**config.mk**
```make
export PLATFORM = sky130hd
export DESIGN_NAME = conv2_core_flat
export DESIGN_NICKNAME = d
export VERILOG_FILES = /design/src/rtl/conv2_pkg.sv /design/src/rtl/conv2_if.sv /design/src/rtl/conv2_window_sum.sv /design/src/rtl/conv2_core.sv /design/src/flat_wrapper.sv
export SDC_FILE = /design/constraint.sdc
export NUM_CORES = 1
export LEC_CHECK = 0
export CAP_MARGIN = 20
export CELL_PAD_IN_SITES_DETAIL_PLACEMENT = 0
export CELL_PAD_IN_SITES_GLOBAL_PLACEMENT = 1
export CORE_MARGIN = 8
export CORE_UTILIZATION = 34
export DETAILED_ROUTE_END_ITERATION = 6
export GPL_ROUTABILITY_DRIVEN = 0
export MAX_ROUTING_LAYER = met4
export PLACE_DENSITY_LB_ADDON = 0.15
export SLEW_MARGIN = 20
export SYNTH_ARGS = -nofsm -noshare
export SYNTH_HDL_FRONTEND = slang
export SYNTH_SLANG_ARGS = --single-unit
```
**constraint.sdc**
```tcl
create_clock -name clock -period 8.08 [get_ports clock]
set_clock_uncertainty 0.15 [all_clocks]
set_input_delay 1.212 -clock clock [delete_from_list [all_inputs] [get_ports clock]]
set_output_delay 1.212 -clock clock [all_outputs]
set_load 0.01 [all_outputs]
```
**src/rtl/conv2_pkg.sv**
```systemverilog
// Shared types and sizing helpers for the conv2 box-sum convolution core.
// CONV2_SATURATE_EN selects saturating instead of wrapping result reduction.
package conv2_pkg;

   typedef enum logic {
      RUN  = 1'b0,
      DONE = 1'b1
   } state_e;

   function automatic int unsigned out_size(input int unsigned size, input int unsigned size_ker);
      return size - size_ker + 1;
   endfunction

   function automatic int unsigned acc_width(input int unsigned width_bit, input int unsigned size_ker);
      return width_bit + $clog2(size_ker * size_ker);
   endfunction

   // Reduce a full-width window sum to w bits (w < 32).
   function automatic logic [31:0] sat_or_wrap(input logic [31:0] sum, input int unsigned w);
      logic [31:0] max_v;
      max_v = (32'd1 << w) - 32'd1;
`ifdef CONV2_SATURATE_EN
      return (sum > max_v) ? max_v : sum;
`else
      return sum & max_v;
`endif
   endfunction

endpackage

```
**src/rtl/conv2_if.sv**
```systemverilog
// Matrix bus between the pixel source (master) and the conv2 core (slave).
interface conv2_if
   import conv2_pkg::*;
#(
   parameter int unsigned SIZE      = 7,
   parameter int unsigned SIZEKer   = 3,
   parameter int unsigned WIDTH_BIT = 8
);
   localparam int unsigned OUT = out_size(SIZE, SIZEKer);

   logic [WIDTH_BIT-1:0] inpMatrixI      [SIZE-1:0][SIZE-1:0];
   logic                 done;
   logic [WIDTH_BIT-1:0] convIxKernelOut [OUT-1:0][OUT-1:0];

   modport master (output inpMatrixI, input done, input convIxKernelOut);
   modport slave  (input inpMatrixI, output done, output convIxKernelOut);
endinterface

```
**src/rtl/conv2_window_sum.sv**
```systemverilog
// Combinational full-width sum of one SIZEKer x SIZEKer window.
module conv2_window_sum
   import conv2_pkg::*;
#(
   parameter int unsigned SIZEKer   = 3,
   parameter int unsigned WIDTH_BIT = 8,
   parameter int unsigned ACC_W     = acc_width(WIDTH_BIT, SIZEKer)
) (
   input  logic [WIDTH_BIT-1:0] win_i [SIZEKer][SIZEKer],
   output logic [ACC_W-1:0]     sum_c_o
);

   always_comb begin
      sum_c_o = '0;
      for (int unsigned i = 0; i < SIZEKer; i++) begin
         for (int unsigned j = 0; j < SIZEKer; j++) begin
            sum_c_o = sum_c_o + ACC_W'(win_i[i][j]);
         end
      end
   end

endmodule

```
**src/rtl/conv2_core.sv**
```systemverilog
// Sequential valid-mode 2-D box-sum convolution, one output element per clock.
// Build option: CONV2_SATURATE_EN (saturate instead of wrap on overflow).
module conv2_core
   import conv2_pkg::*;
#(
   parameter int unsigned SIZE      = 7,
   parameter int unsigned SIZEKer   = 3,
   parameter int unsigned WIDTH_BIT = 8
) (
   input  logic    clock,
   input  logic    nreset,
   conv2_if.slave  bus
);

   localparam int unsigned OUT    = out_size(SIZE, SIZEKer);
   localparam int unsigned ACC_W  = acc_width(WIDTH_BIT, SIZEKer);
   localparam int unsigned OIDX_W = (OUT > 1) ? $clog2(OUT) : 1;
   localparam int unsigned SIDX_W = (SIZE > 1) ? $clog2(SIZE) : 1;
   localparam logic [OIDX_W-1:0] LAST = OIDX_W'(OUT - 1);

   state_e              state_q;
   logic [OIDX_W-1:0]   r_q;
   logic [OIDX_W-1:0]   c_q;

   logic [WIDTH_BIT-1:0] win_c [SIZEKer][SIZEKer];
   logic [ACC_W-1:0]     sum_c;
   logic [WIDTH_BIT-1:0] elem_c;

   // Window slice anchored at the current output index, taken from the live input.
   always_comb begin
      for (int unsigned i = 0; i < SIZEKer; i++) begin
         for (int unsigned j = 0; j < SIZEKer; j++) begin
            win_c[i][j] = bus.inpMatrixI[SIDX_W'(r_q) + SIDX_W'(i)][SIDX_W'(c_q) + SIDX_W'(j)];
         end
      end
   end

   conv2_window_sum #(
      .SIZEKer   (SIZEKer),
      .WIDTH_BIT (WIDTH_BIT),
      .ACC_W     (ACC_W)
   ) u_window_sum (
      .win_i   (win_c),
      .sum_c_o (sum_c)
   );

   assign elem_c = WIDTH_BIT'(sat_or_wrap(32'(sum_c), WIDTH_BIT));

   // Raster walk over the output matrix; the final write parks the FSM in DONE.
   always_ff @(posedge clock or negedge nreset) begin
      if (!nreset) begin
         state_q  <= RUN;
         r_q      <= '0;
         c_q      <= '0;
         bus.done <= 1'b0;
         for (int unsigned i = 0; i < OUT; i++) begin
            for (int unsigned j = 0; j < OUT; j++) begin
               bus.convIxKernelOut[OIDX_W'(i)][OIDX_W'(j)] <= '0;
            end
         end
      end else begin
         case (state_q)
            RUN: begin
               bus.convIxKernelOut[r_q][c_q] <= elem_c;
               if (c_q == LAST) begin
                  if (r_q == LAST) begin
                     state_q  <= DONE;
                     bus.done <= 1'b1;
                  end else begin
                     c_q <= '0;
                     r_q <= r_q + OIDX_W'(1);
                  end
               end else begin
                  c_q <= c_q + OIDX_W'(1);
               end
            end
            DONE: begin
               state_q <= DONE;
            end
            default: begin
               state_q <= RUN;
            end
         endcase
      end
   end

endmodule

```
**src/flat_wrapper.sv**
```systemverilog
// flat-port wrapper written by rule: the top's interface ports become plain ports
module conv2_core_flat import conv2_pkg::*;
#(
   parameter int unsigned SIZE      = 7,
   parameter int unsigned SIZEKer   = 3,
   parameter int unsigned WIDTH_BIT = 8
)
  (clock, nreset, bus_inpMatrixI, bus_done, bus_convIxKernelOut);
  conv2_if #(.SIZE(SIZE), .SIZEKer(SIZEKer), .WIDTH_BIT(WIDTH_BIT)) bus_i ();
  input  logic clock;
  input  logic nreset;
  input wire logic [$bits(bus_i.inpMatrixI)-1:0] bus_inpMatrixI;
  output wire logic [$bits(bus_i.done)-1:0] bus_done;
  output wire logic [$bits(bus_i.convIxKernelOut)-1:0] bus_convIxKernelOut;
  assign bus_i.inpMatrixI = {>>{bus_inpMatrixI}};
  assign bus_done = bus_i.done;
  assign bus_convIxKernelOut = {>>{bus_i.convIxKernelOut}};
  conv2_core #(.SIZE(SIZE), .SIZEKer(SIZEKer), .WIDTH_BIT(WIDTH_BIT)) u_core (.clock(clock), .nreset(nreset), .bus(bus_i));
endmodule
```
### Word-level counts from Yosys, hierarchy flattened

Index checks and enable logic that the tools add are counted.

* flip-flop bits (word level): 208
* bits of input ports: 394
* output and inout bits: 201
* word-level logic and storage cells: 93

* add/subtract/negate cells: 12
* order comparisons: 8
* equal/unequal tests: 3
* mux-type cells: 34
* bitwise gates (word level): 2
* reduce and logical (&&, ||, !) cells: 5

Operator list (number)
* binary-select mux 56 bit (select 3 bit): 3
* binary-select mux 8 bit (select 3 bit): 9
* bitwise mux 200 bit: 1
* 2-to-1 mux 56 bit: 3
* demux 40 bit (select 3 bit): 1
* 2-to-1 mux 8 bit: 10
* adder 8 bit: 8
* 2-to-1 mux 40 bit: 1
* demux 8 bit (select 3 bit): 1
* less-than comparator 3 x 4 -> 1 bit, second input constant: 6
* adder 3 x 1 -> 3 bit, second input constant: 2
* adder 3 x 2 -> 3 bit, second input constant: 2
* == test 3 bit, second input constant: 2
* greater-or-equal comparator 3 x 1 -> 1 bit, second input constant: 2
* 2-to-1 mux 3 bit: 2
* AND reduction 3 bit: 2
* logical AND 1 bit: 2
* 2-to-1 mux 1 bit: 2
* inequality test 2 bit, second input constant: 1
* NOT 1 bit: 2
* case mux 1 bit (2 select lines): 1
* AND reduction 2 bit: 1

### Depth between registers and ports, before layout

* depth in word-level cells: 13
* gate-level depth with buffers: 35
* mapped depth without buffers: 26

### Modules after synthesis

From an unflattened synthesis, not the netlist that was laid out.

* cell total of the unflattened synthesis: 2181
* area, all modules: 23497.5 um^2

By module, submodules not included
* conv2_core: times used 1, cells each 2003, area each 21734.6 um^2, sequential area each 5205.0 um^2
* conv2_window_sum: times used 1, cells each 178, area each 1762.9 um^2, sequential area each 0.0 um^2

### Worst setup path after synthesis

OpenSTA, ideal clock, no wires.

* kind: flip-flop to flip-flop
* start point: register u_core.r_q[0]
* end point: register, netlist name u_core.bus.convIxKernelOut[135]
* library setup time: 125 ps
* arrival time: 8393 ps
* data required time: 7805 ps
* slack: -588 ps
* stages on the path, launching flop included: 34
* buffers on the path: 10
* clock period less this slack: 8668 ps
* cells stage by stage: dfrtp_1 buf_6 buf_8 clkinv_1 clkbuf_1 clkbuf_1 ha_1 buf_2 buf_2 buf_1 clkbuf_1 clkbuf_1 mux4_2 o21ai_0 mux2i_1 mux4_2 fa_1 inv_1 fa_1 fa_1 fa_1 inv_1 ha_1 a21o_1 a21oi_1 o21bai_1 a21oi_1 xnor2_1 xnor2_2 xnor2_1 xnor3_2 xnor2_4 buf_6 mux2_2

* longest elaborated chain between the ends: 13
* elaborated cells on any way between the ends: 40
* those cells by class: add/sub: 10; order compare: 2; mux: 27; reduce/logical: 1

RTL lines
* start, declared: RTL line conv2_core.sv:22 `logic [OIDX_W-1:0] r_q;`
* start signal, assigned: RTL line conv2_core.sv:71 `r_q <= r_q + OIDX_W'(1);`
* binary-select mux 56 bit (select 3 bit): RTL line conv2_core.sv:33 `win_c[i][j] = bus.inpMatrixI[SIDX_W'(r_q) + SIDX_W'(i)][SIDX_W'(c_q) + SIDX_W'(j)];`
* 2-to-1 mux 56 bit (not written as such): RTL line conv2_core.sv:33
* binary-select mux 8 bit (select 3 bit): RTL line conv2_core.sv:33
* 2-to-1 mux 8 bit (not written as such): RTL line conv2_core.sv:33
* adder 8 bit (8 in a row): RTL line conv2_window_sum.sv:17 `sum_c_o = sum_c_o + ACC_W'(win_i[i][j]);`
* bitwise mux 200 bit (*): RTL line conv2_core.sv:64 `bus.convIxKernelOut[r_q][c_q] <= elem_c;`

Mark *: on every way between the ends. The rest lies on a longest branch, timed or not. The select of a mux whose other input is x is not followed.
A chain may end at the register's enable or synchronous reset.

### Final worst setup path

* start point: register u_core.r_q[1]
* end point: register, netlist name u_core.bus.convIxKernelOut[119]

* longest elaborated chain between the ends: 13
* elaborated cells on any way between the ends: 40
* those cells by class: add/sub: 10; order compare: 2; mux: 27; reduce/logical: 1

RTL lines (RTL line)
* binary-select mux 56 bit (select 3 bit): conv2_core.sv:33
* 2-to-1 mux 56 bit (not written as such): conv2_core.sv:33
* binary-select mux 8 bit (select 3 bit): conv2_core.sv:33
* 2-to-1 mux 8 bit (not written as such): conv2_core.sv:33
* adder 8 bit (8 in a row): conv2_window_sum.sv:17
* bitwise mux 200 bit (*): conv2_core.sv:64

Marks and branches as above.

==> summary.md <==
| Metric | Value |
|---|---|
| Mapped Cells | `roughly 2000` |
| NetSw | `3197 uW` |
| Row cnt | `~90` |
| Initial Util | `between 30% and 40%` |
| Vias in the first global route | `slightly above 20000` |
| Period minus WS final | `7.734 ns` |
| Fill cells | `slightly below 6000` |
| Finish-stage setup viols | `0` |
| GR Layer Usage met1 | `roughly a third` |
| RSZ-0062 raised after global routing | `no` |
| Met3 Track Usage GR | `~5%` |
| Post-synth top area cell | `dfrtp_1` |
| Clk sinks | `between 200 and 250` |
| Io pins | `around 600` |
| Area grow syn2layout | `37.76%` |
| Grt ovf | `0` |
| Number of buffers created by CTS | `20` |
| Wirelength per Cell | `27.38 um` |
| Layout Nets | `between 3000 and 4000` |
| Flop pwr share | `~25%` |
| Maximum clock rate | `about 130 MHz` |
| Mapped Area | `~21000 um2` |
| Power consumption | `7405 uW` |
| Post-place instance area | `approximately 28000 um2` |
| Root Buffer | `clkbuf_16` |
| Post-synth EDFFs | `0` |
| Largest net degree at the start of global routing | `101` |
| Top cell type's share of synthesized area | `roughly a quarter` |
| Synthesized flop and latch total | `roughly 210` |
| Lkg Pwr | `approximately 0.011 uW` |
| Fin. max-slew vios | `0` |
| Worst EP arrival | `about 8.0 ns` |
| Seq/Total Area, Yosys | `roughly a quarter` |
| Post-layout util | `between 40 and 50%` |
| Hold slack final | `between 0.3 and 0.4 ns` |
| Maximum vdd drop | `~380 uV` |
| Placeable Area | `62500 um2` |
| Comb pwr share | `between 60% and 70%` |
| First-pass GRT wire length | `between 100000 and 150000 um` |
| Design Area, Final | `just under 30000 um2` |
| DR vias | `around 20000` |
| Worst-Margin Slew | `around 0.98 ns` |
| Data required, critical path | `8.31 ns` |
| Clock slew at reported path FFs | `~0.07 ns` |
| H-Tree Depth | `1` |
| Vias per inst | `about 5.8` |
| Crit path kind | `flop to flop` |
| DIE HEIGHT | `approximately 270 um` |
| Final hold vios | `0` |
| Sw frac | `between 40 and 50%` |
| Dpl hpwl | `slightly above 70000 um` |
| Pint | `4209 uW` |
| Most used cell, CP | `fa_1` |
| Largest buffer count on any clock path | `3` |
| Pwr/cell area | `between 200 and 300 nW/um2` |
| Wirelength, routed | `between 90000 and 100000 um` |
| Hold Crit Class | `flop to flop` |
| CP Capture Type | `flop` |
| Leading register cell type out of synthesis | `dfrtp_1` |
| Syn_area_per_cell | `around 10 um2` |
| Worst path max stage delay | `between 0.5 and 0.6 ns` |
| CTS tree | `yes` |
| Clock latency on the worst-skew pair | `0.52 ns` |
| DR DRC count | `0` |
| Max-Cap Viols | `0` |
| Ranking of synthesized cells by area | `dfrtp_1 (24%), mux4_2 (24%), mux2_2 (12%), mux2i_1 (5.7%), o21ai_0 (5.0%)` |
| DRT Pass-1 Iters | `7` |
| Layout cells sized above 1 | `24.28%` |
| Yosys warns | `0` |
| Met2 usage | `~43%` |
| Die Width | `between 200 and 300 um` |
| Clk pwr share | `between 10% and 20%` |
| GR peak layer | `met2` |
| Status | `complete, no violations` |
| Async S/R FF share, synth | `100.0%` |
| Relative slew margins | `about a third` |
| Initial antenna violation count | `13` |
| Post-CTS Hold Buffers | `0` |
| Post-synth cell types | `between 60 and 70` |
| Syn_nets | `2504` |
| Largest fanout on the critical path | `23` |
| IO buf count | `~590` |
| CP startpoint kind | `flop` |
| Fin crit share | `approximately 96%` |
| Number of DRC markers in iteration 0 | `roughly 1700` |
| Die Footprint | `70990 um2` |
| Routed Antenna Nets | `0` |
| Slowest-stage cell, CP | `fa_1` |
| Total global-route track usage | `25.94%` |
power groups by stage:
stage               sequential [uW]  clock [uW]  combinational, uW
global route                   1900        1080               4920
CTS                            1840        1040               4590
finish                         1840        1020               4550
floorplan                      2050           0               1740
detailed placement             1860           0               4450
global placement               1840           0               4400
final timing paths:
path | from | end | slack, ns | cells after the start
max | u_core.r_q[1] | u_core.bus.convIxKernelOut[119] | 0.35 | 26
min | u_core.bus.done | u_core.bus.done | 0.32 | 1
max reg2reg | u_core.r_q[1] | u_core.bus.convIxKernelOut[119] | 0.35 | 26
min reg2reg | u_core.bus.done | u_core.bus.done | 0.32 | 1
max in group asynchronous | nreset | u_core.r_q[2] | 5.85 | 2
min in group asynchronous | nreset | u_core.bus.convIxKernelOut[41] | 0.54 | 1
critical path, delay by kind of cell (launching register included):
kind | cells | cell delay (ns)
multiplexers | 3 | 0.99
AND/OR/NAND/NOR | 1 | 0.25
adder cells (fa/ha/maj) | 6 | 2.65
XOR/XNOR | 5 | 1.13
AO/OA/AOI/OAI | 5 | 0.81
buffers and inverters | 6 | 1.06
flip-flops | 1 | 0.53
kinds of logic (layout without fill, tap and decap cells):
| kind of cell | Yosys count | after routing | synth area share, % |
|---|---|---|---|
| XOR/XNOR | 22 | 23 | 1.132 |
| AND/OR/NAND/NOR | 447 | 447 | 8.830 |
| other | 0 | 14 | 0 |
| multiplexers | 572 | 572 | 41.53 |
| flip-flops | 208 | 208 | 24.41 |
| AO/OA/AOI/OAI | 489 | 489 | 14.10 |
| adder cells (fa/ha/maj) | 63 | 63 | 5.280 |
| buffers and inverters | 246 | 768 | 4.717 |
cell usage in the layout, fill, tap and decap left out, types with 30 or more instances in the layout:
master / instances
clkdlybuf4s50_1: 593
nand2_1: 248
mux4_2: 228
mux2_2: 221
o21ai_0: 213
dfrtp_1: 203
mux2i_1: 122
nor2_1: 100
a21oi_1: 85
buf_4: 83
o211ai_1: 71
fa_1: 45
inv_1: 32
a221o_1: 30
per-stage QoR:
stage	setup TNS, ns	instances	setup slack, ns
2_1_floorplan	0	2047	0.01146
3_3_place_gp	-8.486	3375	-0.3421
3_5_place_dp	-11.05	3375	-0.4517
4_1_cts	0	3411	0.08999
5_1_grt	0	3429	0.006283
6_report	0	3430	0.3460
synth_stat cells (2+ instances only):
master     instances
nand2_1          248
mux4_2           228
mux2_2           221
o21ai_0          214
dfrtp_1          208
clkbuf_1         146
mux2i_1          122
nor2_1           102
a21oi_1           85
o211ai_1          71
fa_1              45
inv_1             32
a221o_1           30
buf_1             28
nor2b_1           28
buf_2             27
nand3_1           23
ha_1              18
a221oi_1          15
xnor2_1           13
a21o_1            11
nand2b_1          11
a22oi_1           10
o21ai_1           10
nor3_1             9
o22ai_1            8
or2_2              8
a31oi_1            7
and2_1             7
o2bb2ai_1          6
xor2_1             5
and3_1             4
buf_6              4
inv_2              4
o221ai_1           4
a211oi_1           3
nor4_1             3
a32o_1             2
buf_4              2
clkinv_1           2
o21bai_1           2
cell type report:
type                            instances  area [um2]  share of cell area [%]
Antenna cell                           14       35.03                  0.1193
Clock buffer                           26       543.0                   1.848
Clock inverter                          9       161.4                  0.5494
Inverter                               38       146.4                  0.4983
Multi-Input combinational cell       1594       15250                   51.90
Sequential cell                       208        5221                   17.77
Tap cell                              846        1059                   3.603
Timing Repair Buffer                  695        6965                   23.71
flip-flops by register name (all words and copies together), names as in the netlist:
| register | cells |
|---|---|
| u_core.bus.done | 1 |
| u_core.bus.convIxKernelOut | 200 |
| u_core.state_q | 1 |
| u_core.c_q | 3 |
| u_core.r_q | 3 |
what timing repair did:
| item | in CTS | in global routing |
|---|---|---|
| pin swaps | 1 | 3 |
| setup endpoints to repair | 25 | 25 |
| gates cloned | 1 | 2 |
| setup buffers | 0 | 3 |
| gates resized for setup | 2 | 4 |
layer usage:
metal,part of all wire [%],up-vias
met2,48,865
met1,42,10106
met4,2.1,0
met5,0,-
met3,7.5,105
li1,-,8820
Note: power is estimated with default switching activity, not from simulation.
